===== src/rtl/if_fetch_if.sv =====
// Bundle of ROM, redirect/halt and IF/ID handshake signals around the fetch stage.
interface if_fetch_if;
  logic        rom_ce_o;
  logic [31:0] rom_addr_o;
  logic [31:0] rom_inst_i;
  logic        branch_flag_i;
  logic [31:0] branch_target_i;
  logic        halt_i;
  logic        id_ready_i;
  logic        if_valid_o;
  logic [31:0] if_pc_o;
  logic [31:0] if_inst_o;
  logic [31:0] fetch_cnt_o;
  logic [15:0] flush_cnt_o;

  modport master (
    output rom_ce_o, rom_addr_o, if_valid_o, if_pc_o, if_inst_o, fetch_cnt_o, flush_cnt_o,
    input  rom_inst_i, branch_flag_i, branch_target_i, halt_i, id_ready_i
  );

  modport slave (
    input  rom_ce_o, rom_addr_o, if_valid_o, if_pc_o, if_inst_o, fetch_cnt_o, flush_cnt_o,
    output rom_inst_i, branch_flag_i, branch_target_i, halt_i, id_ready_i
  );
endinterface


===== src/rtl/if_fetch.sv =====
// Instruction-fetch stage: PC, combinational ROM access, small fetch queue, redirect and halt.
// Optional push/redirect counters are built when IF_FETCH_STATS_EN is defined.
module if_fetch #(
  parameter logic [31:0] RESET_PC = 32'h0000_0000,
  parameter int unsigned DEPTH    = 2,
  parameter int unsigned PTR_W    = 1
) (
  input logic        clk,
  input logic        rst,
  if_fetch_if.master bus
);
  localparam logic [PTR_W:0] CntFull = DEPTH[PTR_W:0];

  typedef enum logic [1:0] {StBoot, StRun, StHalt} state_e;

  state_e           state_q, state_d;
  logic [31:0]      pc_q, pc_d;
  logic [PTR_W-1:0] rd_ptr_q, wr_ptr_q;
  logic [PTR_W:0]   count_q, count_d;
  logic [31:0]      pc_mem   [DEPTH];
  logic [31:0]      inst_mem [DEPTH];
  logic             valid, pop, push, redirect;

  assign valid    = (count_q != '0);
  assign pop      = valid && bus.id_ready_i;
  assign redirect = bus.branch_flag_i && (state_q != StBoot);
  // A pop frees the slot this cycle, so a full queue can still accept a fetch.
  assign push     = (state_q == StRun) && !bus.branch_flag_i && ((count_q != CntFull) || pop);

  always_comb begin
    state_d = state_q;
    unique case (state_q)
      StBoot:  state_d = StRun;
      StRun:   if (bus.halt_i) state_d = StHalt;
      StHalt:  if (!bus.halt_i) state_d = StRun;
      default: state_d = StBoot;
    endcase
  end

  always_comb begin
    count_d = count_q;
    pc_d    = pc_q;
    if (redirect) begin
      count_d = '0;
      pc_d    = {bus.branch_target_i[31:2], 2'b00};
    end else begin
      if (push && !pop) count_d = count_q + (PTR_W+1)'(1);
      if (pop && !push) count_d = count_q - (PTR_W+1)'(1);
      if (push)         pc_d    = pc_q + 32'd4;
    end
  end

  always_ff @(posedge clk or posedge rst) begin
    if (rst) begin
      state_q  <= StBoot;
      pc_q     <= RESET_PC;
      count_q  <= '0;
      rd_ptr_q <= '0;
      wr_ptr_q <= '0;
    end else begin
      state_q <= state_d;
      pc_q    <= pc_d;
      count_q <= count_d;
      if (redirect) begin
        rd_ptr_q <= '0;
        wr_ptr_q <= '0;
      end else begin
        if (push) wr_ptr_q <= wr_ptr_q + PTR_W'(1);
        if (pop)  rd_ptr_q <= rd_ptr_q + PTR_W'(1);
      end
    end
  end

  // Storage needs no reset: entries are only observed while counted valid.
  always_ff @(posedge clk) begin
    if (push) begin
      pc_mem[wr_ptr_q]   <= pc_q;
      inst_mem[wr_ptr_q] <= bus.rom_inst_i;
    end
  end

  assign bus.rom_ce_o   = push;
  assign bus.rom_addr_o = push ? pc_q : '0;
  assign bus.if_valid_o = valid;
  assign bus.if_pc_o    = valid ? pc_mem[rd_ptr_q] : '0;
  assign bus.if_inst_o  = valid ? inst_mem[rd_ptr_q] : '0;

`ifdef IF_FETCH_STATS_EN
  logic [31:0] fetch_cnt_q;
  logic [15:0] flush_cnt_q;

  always_ff @(posedge clk or posedge rst) begin
    if (rst) begin
      fetch_cnt_q <= '0;
      flush_cnt_q <= '0;
    end else begin
      if (push)     fetch_cnt_q <= fetch_cnt_q + 32'd1;
      if (redirect) flush_cnt_q <= flush_cnt_q + 16'd1;
    end
  end

  assign bus.fetch_cnt_o = fetch_cnt_q;
  assign bus.flush_cnt_o = flush_cnt_q;
`else
  assign bus.fetch_cnt_o = '0;
  assign bus.flush_cnt_o = '0;
`endif
endmodule


===== src/flat_wrapper.sv =====
// flat-port wrapper written by rule: the top's interface ports become plain ports
module if_fetch_flat 
#(
  parameter logic [31:0] RESET_PC = 32'h0000_0000,
  parameter int unsigned DEPTH    = 2,
  parameter int unsigned PTR_W    = 1
)
  (clk, rst, bus_rom_ce_o, bus_rom_addr_o, bus_if_valid_o, bus_if_pc_o, bus_if_inst_o, bus_fetch_cnt_o, bus_flush_cnt_o, bus_rom_inst_i, bus_branch_flag_i, bus_branch_target_i, bus_halt_i, bus_id_ready_i);
  if_fetch_if bus_i ();
  input logic clk;
  input logic rst;
  output wire logic [$bits(bus_i.rom_ce_o)-1:0] bus_rom_ce_o;
  output wire logic [$bits(bus_i.rom_addr_o)-1:0] bus_rom_addr_o;
  output wire logic [$bits(bus_i.if_valid_o)-1:0] bus_if_valid_o;
  output wire logic [$bits(bus_i.if_pc_o)-1:0] bus_if_pc_o;
  output wire logic [$bits(bus_i.if_inst_o)-1:0] bus_if_inst_o;
  output wire logic [$bits(bus_i.fetch_cnt_o)-1:0] bus_fetch_cnt_o;
  output wire logic [$bits(bus_i.flush_cnt_o)-1:0] bus_flush_cnt_o;
  input wire logic [$bits(bus_i.rom_inst_i)-1:0] bus_rom_inst_i;
  input wire logic [$bits(bus_i.branch_flag_i)-1:0] bus_branch_flag_i;
  input wire logic [$bits(bus_i.branch_target_i)-1:0] bus_branch_target_i;
  input wire logic [$bits(bus_i.halt_i)-1:0] bus_halt_i;
  input wire logic [$bits(bus_i.id_ready_i)-1:0] bus_id_ready_i;
  assign bus_rom_ce_o = bus_i.rom_ce_o;
  assign bus_rom_addr_o = bus_i.rom_addr_o;
  assign bus_if_valid_o = bus_i.if_valid_o;
  assign bus_if_pc_o = bus_i.if_pc_o;
  assign bus_if_inst_o = bus_i.if_inst_o;
  assign bus_fetch_cnt_o = bus_i.fetch_cnt_o;
  assign bus_flush_cnt_o = bus_i.flush_cnt_o;
  assign bus_i.rom_inst_i = bus_rom_inst_i;
  assign bus_i.branch_flag_i = bus_branch_flag_i;
  assign bus_i.branch_target_i = bus_branch_target_i;
  assign bus_i.halt_i = bus_halt_i;
  assign bus_i.id_ready_i = bus_id_ready_i;
  if_fetch #(.RESET_PC(RESET_PC), .DEPTH(DEPTH), .PTR_W(PTR_W)) u_core (.clk(clk), .rst(rst), .bus(bus_i));
endmodule

===== config.mk =====
export PLATFORM = sky130hd
export DESIGN_NAME = if_fetch_flat
export DESIGN_NICKNAME = d
export VERILOG_FILES = /design/src/rtl/if_fetch_if.sv /design/src/rtl/if_fetch.sv /design/src/flat_wrapper.sv
export SDC_FILE = /design/constraint.sdc
export NUM_CORES = 1
export LEC_CHECK = 0
export CORE_ASPECT_RATIO = 0.9
export CORE_MARGIN = 5
export CORE_UTILIZATION = 25
export DETAILED_ROUTE_END_ITERATION = 12
export SYNTH_ARGS = -nofsm -noshare
export SYNTH_HDL_FRONTEND = slang
export SYNTH_SLANG_ARGS = --single-unit

===== constraint.sdc =====
create_clock -name clk -period 5.48 [get_ports clk]
set_input_delay 1.096 -clock clk [delete_from_list [all_inputs] [get_ports clk]]
set_output_delay 1.096 -clock clk [all_outputs]
set_load 0.05 [all_outputs]

-- Yosys cells after proc, flatten, opt, wreduce, memory -nomap -nowiden
Memories as Yosys holds them, arrays and structs flattened.
Cells that the tools add are included.
- bits in registers: 38
- bits in writable memories: 128
- bits of input ports: 69
- output and inout port bits: 146
- logic and storage cells: 51
- memories: 2
- add/sub/neg operators: 5
- eq/ne operators: 5
- mux-type cells: 17
- reductions and logical operators: 17
- memory list (name ; depth ; bits a word ; read ports ; clocked after memory_dff ; write ports ; RTL line ; RTL):
    u_core.inst_mem ; 2 ; 32 ; 1 ; 0 ; 1 ; if_fetch.sv:21 ; logic [31:0] inst_mem [DEPTH];
    u_core.pc_mem ; 2 ; 32 ; 1 ; 0 ; 1 ; if_fetch.sv:20 ; logic [31:0] pc_mem [DEPTH];
- operators by type and width (operator ; number):
    two-way mux 32 bit ; 5
    adder 32 x 3 -> 32 bit, second input constant ; 1
    two-way mux 2 bit ; 5
    nonzero test 2 bit ; 4
    logical AND 1 bit ; 6
    two-way mux 1 bit ; 6
    inequality test 2 bit, second input constant ; 3
    one-hot mux 2 bit (3 select lines) ; 1
    zero test 1 bit ; 3
    nonzero test 3 bit ; 1
    adder 1 bit, second input constant ; 2
    adder 2 x 1 -> 2 bit, second input constant ; 1
    == test 2 x 1 -> 1 bit, second input constant ; 1
    == test 2 bit, second input constant ; 1
    zero test 2 bit ; 1
    AND reduction 2 bit ; 1
    subtractor 2 x 1 -> 2 bit, second input constant ; 1
    logical OR 1 bit ; 1

-- Logic depth before layout (Yosys ltp)
Gate-level depths: netlist (run 1).
- depth in word-level cells: 8
- mapped depth: 8
- mapped depth without buffers: 7

-- Worst setup path before layout (run 1)
No wires, ideal clock.
- path kind: input port to flip-flop
- from: in bus_branch_flag_i
- to: mem u_core.inst_mem[0][0], enable pin
- setup time: 0.483 ns
- data arrival time: 5.217 ns
- required time: 4.997 ns
- setup slack: -0.220 ns
- stages: 4
- buffers on the path: 0
- cell sequence: nor3b_2 -> and2_0 -> clkinv_1 -> nor2_1
- word-level cells in the longest chain between the ends: 5
- RTL lines (item ; RTL line ; RTL):
    start: declaration ; flat_wrapper.sv:20 ; input wire logic [$bits(bus_i.branch_flag_i)-1:0] bus_branch_flag_i;
    zero test 1 bit ; if_fetch.sv:28 ; assign push = (state_q == StRun) && !bus.branch_flag_i && ((count_q != CntFull) || pop);
    logical AND 1 bit (2 in series) ; if_fetch.sv:28 ;
    named net bus_rom_ce_o ; flat_wrapper.sv:12 ; output wire logic [$bits(bus_i.rom_ce_o)-1:0] bus_rom_ce_o;
    two-way mux 1 bit ; if_fetch.sv:76 ; if (push) begin
    two-way mux 1 bit (implied by the code) ; if_fetch.sv:78 ; inst_mem[wr_ptr_q] <= bus.rom_inst_i;
    end: declaration ; if_fetch.sv:21 ;
The timed path passes the listed nets, and every way through them passes these cells.

-- Worst setup path in the final report (run 1)
- from: in bus_id_ready_i
- to: out bus_rom_addr_o[30]
- word-level cells in the longest chain between the ends: 4
- RTL lines (item ; RTL line ; RTL):
    start: declaration ; flat_wrapper.sv:23 ; input wire logic [$bits(bus_i.id_ready_i)-1:0] bus_id_ready_i;
    logical AND 1 bit ; if_fetch.sv:25 ; assign pop = valid && bus.id_ready_i;
    logical OR 1 bit ; if_fetch.sv:28 ;
    logical AND 1 bit ; if_fetch.sv:28 ;
    two-way mux 32 bit ; if_fetch.sv:83 ; assign bus.rom_addr_o = push ? pc_q : '0;
    end: declaration ; flat_wrapper.sv:13 ; output wire logic [$bits(bus_i.rom_addr_o)-1:0] bus_rom_addr_o;
No other way between the ends.

==> results of run 1 <==
## metrics by stage
step | area [sq um] | worst slack [ns] | power (W)
6_report | 9800 | 0.984 | 0.00573
5_1_grt | 9800 | 0.797 | 0.00605
4_1_cts | 9800 | 0.971 | 0.00581
3_5_place_dp | 9230 | 0.995 | 0.00464
3_3_place_gp | 9230 | 1.03 | 0.00462
2_1_floorplan | 7570 | 0.818 | 0.00372
## layer usage
metal / track usage / vias to the layer above
met5: 0 / -
met4: 0.0260 / 0
met3: 0.0440 / 12
met2: 0.180 / 158
met1: 0.157 / 2363
li1: - / 2403
## flip-flops by register name (all words and copies together) (netlist names)
| register | cells |
|---|---|
| u_core.inst_mem | 64 |
| u_core.pc_mem | 60 |
| u_core.pc_q | 30 |
| u_core.count_q | 2 |
| u_core.state_q | 2 |
| u_core.rd_ptr_q | 1 |
| u_core.wr_ptr_q | 1 |
## power groups by stage
stage | logic (W) | registers, W | clock network (W)
floorplan | 0.00183 | 0.00189 | 0
finish | 0.00254 | 0.00204 | 0.00115
global placement | 0.00256 | 0.00206 | 0
detailed placement | 0.00258 | 0.00207 | 0
CTS | 0.00259 | 0.00204 | 0.00119
global route | 0.00273 | 0.00209 | 0.00123
## kinds of logic (layout without fill, tap and decap cells)
family | Yosys count | after routing | share of synthesized area
xor+xnor | 9 | 9 | 0.0107
flops | 160 | 160 | 0.627
other cells | 1 | 52 | 0.000509
mux | 62 | 62 | 0.0842
compound gates | 58 | 58 | 0.0509
simple gates | 211 | 211 | 0.146
buf+inv | 93 | 210 | 0.0771
fa+ha+maj | 2 | 2 | 0.00339
## path summary, 6_finish.rpt
path | from | to | slack, ns | depth (start not counted)
setup / recovery | bus_id_ready_i | bus_rom_addr_o[30] | 0.98 | 6
hold / removal | u_core.pc_q[30]$_DFFE_PP0P_ | u_core.pc_mem[1][30]$_DFFE_PP_ | 0.53 | 0
setup reg to reg | u_core.count_q[1]$_DFFE_PP0P_ | u_core.pc_q[14]$_DFFE_PP0P_ | 2.41 | 4
hold reg to reg | u_core.pc_q[30]$_DFFE_PP0P_ | u_core.pc_mem[1][30]$_DFFE_PP_ | 0.53 | 0
max in group asynchronous | rst | u_core.rd_ptr_q$_DFFE_PP0P_ | 4.00 | 3
min in group asynchronous | rst | u_core.state_q[1]$_DFFE_PP0P_ | 1.10 | 3
## cell type report
class,count,area (sq um),share of cell area
Clock buffer,21,462,0.0471
Clock inverter,11,108,0.0110
Inverter,7,26.3,0.00268
Multi-Input combinational cell,394,2410,0.246
Sequential cell,160,4630,0.472
Tap cell,396,495,0.0505
Timing Repair Buffer,171,1670,0.171
## cells in the final DEF (no fill, tap or decap), types with 6 or more instances in the layout
cell type,count
o31ai_1,12
inv_1,6
clkdlybuf4s50_1,156
nor2_1,90
edfxtp_1,124
nand3_1,13
nand2_1,20
conb_1,52
and3_1,28
mux2i_1,62
o21ai_0,15
xor2_1,7
nand4_1,8
dfrtp_1,35
or4_1,14
or3_1,11
a31oi_1,18
buf_4,15
clkbuf_16,18
==> qor.yml, run 1 <==
yosys:
  synth_common_cells: "edfxtp_1, nor2_1, mux2i_1, buf_4, dfrtp_1"
  async_flop_share: 0.225
  yosysSeqAreaShare: 0.627
  avgSynthCellArea_sq_um: 12.4
  synth_most_common_cell: "edfxtp_1"
  synth_top_cell_by_area: "edfxtp_1"
  syn-cell-area_sq_um: 7370
  ys_warn_count: 0
  netlist_instances: 596
  synth_flop_cell: "edfxtp_1"
  synth_top_area_frac: 0.505
  synth_cell_types: 48
  synth_edf_count: 124
  ys_ff_latch: 160
  synthTopCellsByArea: "edfxtp_1, dfrtp_1, mux2i_1, buf_4, nor2_1"
floorplan:
  rows: 59
  core_sq_um: 29000
  start_util: 0.254
  die_w_um: 191
  ioPinCount: 215
  die_area_sq_um: 33000
  die-height_um: 173
global_route:
  grt_pass1_wl_um: 29800
  antenna_found_initial: 0
  grt_pass1_vias: 5003
  grt_max_degree: 63
  grt_overflow: 0
  track_usage: 0.117
detailed_routing:
  wl_met1_um: 9000
  drc: 0
  met3_length_um: 1500
  viasPerCell: 4.26
  wl_met2_um: 8760
  first_pass_iters: 4
  vias: 4936
  drtAntennaViolNets: 0
  wl_per_cell_um: 16.7
  topRoutingLayerUsed: "met4"
  routed_wl_um: 19400
  drt-initial-drc-count: 257
cts:
  cts.sinks: 160
  clkTransAtPathRegs_ns: 0.06
  hold_buffers: 0
  insertion_delay_ns: 0.42
  cts_tree: "done"
  root_buffer: "clkbuf_16"
  clock_path_buffers: 2
  numCtsBuffers: 17
  htree_levels: 4
  cts_setup_buffers: 0
  cts_resized: 0
critical_path:
  crit_family: "buffers and inverters"
  crit_chain: "clkdlybuf4s50_1, or3b_2, and2_0, clkinv_1, nor2_1, buf_4"
  path_buf_inv: 3
  endpoint_kind: "output port"
  cp_max_fo: 36
  cpMaxStageDelayCell: "or3b_2"
  critPathArrivalTime_ns: 3.40
  path_class: "input port to output port"
  cp_data_required_time_ns: 4.38
  start_kind: "input port"
  slowest_delay_ns: 0.56
timing:
  setup_viol: 0
  finalHoldViolations: 0
  fin_hold_ws_ns: 0.527
  drv_slew: 0
  fin_crit_ns: 4.50
  max_clock_freq_mhz: 222
  maxSlewHeadroom: 0.378
  worstMarginPinSlew_ns: 0.932
  skew_ns: 0.00858
  fin_crit_sh: 0.821
  finalSetupTns_ns: 0
  rsz0062_at_grt: "no"
final_layout:
  layoutNonFillerInstCount: 1160
  finalNetCount: 822
  antenna_cells: 0
  final_util: 0.338
  drive_gt1_frac: 0.0785
  area_delta_synth_final_pct: 33.0
  fillCellCount: 2907
pwr:
  pwr-share-clk: 0.201
  powerDensity_nw_per_um2: 585
  p_leak_nw: 3.49
  pwr-share-seq: 0.355
  p_sw_frac: 0.446
  pwr-share-comb: 0.444
  vdd_drop_max_uv: 312
  p_sw_w: 0.00255
  intPower_w: 0.00318
placement:
  io_buffers: 160
  gp_congestion: 0.721
  hpwl_um: 13300
  dp.cells: 1128
flow_run:
  maxCapViolCount: 0
worst_hold_path:
  hp-class: "register to register"
outcome:
  status: "complete, no violations"
Power figures use the tool's default switching activity.
==> inputs of run 2 (changes only) <==
- clock period: 5.48 -> 4.45 ns (I/O delays scaled with it)
==> qor.yml, run 2 (synthesized netlist as in run 1, its figures left out) <==
final_layout:
  multi_input_area_sq_um: 2410  # unchanged
  area_delta_synth_final_pct: 34.6  # was 33.0%
  antenna_cells: 0  # unchanged
  regArea_sq_um: 4630  # unchanged
  fin_area_sq_um: 9920  # was 9800 sq um
  top_regs: "u_core.inst_mem (64), u_core.pc_mem (60), u_core.pc_q (30)"  # unchanged
  layout_common_cells: "clkdlybuf4s50_1, edfxtp_1, nor2_1, mux2i_1, conb_1"  # unchanged
  top_register: "u_core.inst_mem"  # unchanged
  final_common_cell: "clkdlybuf4s50_1"  # unchanged
  finalNetCount: 828  # was 822
  largest_register_ffs: 64  # unchanged
  fillCellCount: 2900  # was 2907
  drive_gt1_frac: 0.108  # was 0.0785
  final_util: 0.342  # was 0.338
timing:
  finalHoldViolations: 0  # unchanged
  finalSetupTns_ns: 0  # unchanged
  fin_crit_sh: 0.883
  skew_ns: 0.00585  # was 0.00858 ns
  drv_slew: 0  # unchanged
  worstMarginPinSlew_ns: 0.879  # was 0.932 ns
  max_clock_freq_mhz: 255
  fin_crit_ns: 3.93
  maxSlewHeadroom: 0.413  # was 0.378
  setup_viol: 0  # unchanged
  rsz0062_at_grt: "no"  # unchanged
  fin_ws_ns: 0.522  # was 0.984 ns
critical_path:
  worstReg2RegEnd: "u_core.pc_q[21]$_DFFE_PP0P_"  # was u_core.pc_q[14]$_DFFE_PP0P_
  cp_max_fo: 22  # was 36
  cp_data_required_time_ns: 3.56  # was 4.38 ns
  start_kind: "input port"  # unchanged
  critPathArrivalTime_ns: 3.04  # was 3.40 ns
  path_class: "input port to output port"  # unchanged
  r2r-start: "u_core.count_q[1]$_DFFE_PP0P_"  # unchanged
  reg2reg_slack_ns: 1.69  # was 2.41 ns
  endpoint_kind: "output port"  # unchanged
  worstRegToRegCells: 5  # was 4
pwr:
  vdd_drop_max_uv: 399  # was 312 uV
  p_leak_nw: 3.58  # was 3.49 nW
  powerDensity_nw_per_um2: 725  # was 585 nW/um^2
  power_w: 0.00719  # was 0.00573 W
placement:
  dp_slack_ns: 0.488  # was 0.995 ns
  gp_congestion: 0.771  # was 0.721
  postPlaceCellArea_sq_um: 9330  # was 9230 sq um
  hpwl_um: 13800  # was 13300 um
  io_buffers: 160  # unchanged
global_route:
  grt_overflow: 0  # unchanged
  grt_pass1_wl_um: 30300  # was 29800 um
  grt_pass1_vias: 4989  # was 5003
  track_usage: 0.119  # was 0.117
  grt_max_degree: 46  # was 63
  antenna_found_initial: 2  # was 0
worst_hold_path:
  min_path_cells: 0  # unchanged
  hp-class: "register to register"  # unchanged
  holdPathEnd: "u_core.pc_mem[0][30]$_DFFE_PP_"  # was u_core.pc_mem[1][30]$_DFFE_PP_
  min_from: "u_core.pc_q[30]$_DFFE_PP0P_"  # unchanged
detailed_routing:
  wl_per_cell_um: 17.0  # was 16.7 um
  vias: 5021  # was 4936
  routed_wl_um: 19800  # was 19400 um
  first_pass_iters: 5  # was 4
  viasPerCell: 4.31  # was 4.26
  drt-initial-drc-count: 216  # was 257
  drtAntennaViolNets: 0  # unchanged
  drc: 0  # unchanged
cts:
  cts_tree: "done"  # unchanged
  numCtsBuffers: 17  # unchanged
  insertion_delay_ns: 0.42  # about the same
  hold_buffers: 0  # unchanged
  cts_resized: 0  # unchanged
  clkTransAtPathRegs_ns: 0.06  # about the same
  htree_levels: 4  # unchanged
  root_buffer: "clkbuf_16"  # unchanged
  cts_setup_buffers: 0  # unchanged
  clock_path_buffers: 2  # unchanged
  cts.sinks: 160  # unchanged
floorplan:
  die-height_um: 173  # unchanged
  start_util: 0.254  # unchanged
  die_area_sq_um: 33000  # unchanged
  die_w_um: 191  # unchanged
  rows: 59  # unchanged
  ioPinCount: 215  # unchanged
  core_sq_um: 29000  # unchanged
outcome:
  status: "complete, no violations"  # unchanged
flow_run:
  maxCapViolCount: 0  # unchanged
## run 2: critical path: stages
cell,delay [ns]
clkdlybuf4s50_1,0.45
or3b_2,0.70
and3_1,0.28
clkdlybuf4s50_1,0.70
## run 2: worst max-delay path by stage
stage,start,end,cells past startpoint
after floorplan,bus_branch_flag_i,bus_rom_addr_o[18],4
after global placement,bus_id_ready_i,bus_rom_addr_o[27],4
after detailed placement,bus_id_ready_i,bus_rom_addr_o[17],4
after CTS,bus_id_ready_i,bus_rom_addr_o[17],4
after global routing,bus_id_ready_i,bus_rom_addr_o[28],4
final,bus_id_ready_i,bus_rom_addr_o[27],4
## run 2: final cells by class
class / instances / share of cell area
Sequential cell: 160 / 0.466
Multi-Input combinational cell: 394 / 0.243
Timing Repair Buffer: 177 / 0.178
Tap cell: 396 / 0.0499
Clock buffer: 19 / 0.0446
Clock inverter: 13 / 0.0153
Inverter: 7 / 0.00265
## run 2: stage by stage
step	hold slack, ns	instances
after global placement	0.533	1134
final	0.562	1166
after CTS	0.560	1166
after floorplan	0.477	647
after detailed placement	0.541	1134
after global routing	0.580	1166
## run 2: layer usage
metal,share of wire,global-route usage,vias up
met2,0.46,0.187,161
met4,0.0064,0.0218,4
li1,-,-,2417
met5,0.00096,0,-
met3,0.071,0.0433,15
met1,0.46,0.160,2424
## run 2: where the power goes
| part | internal, W | switching [W] |
|---|---|---|
| Clock | 0.000855 | 0.000623 |
| Sequential | 0.00209 | 0.000397 |
| Combinational | 0.00106 | 0.00217 |
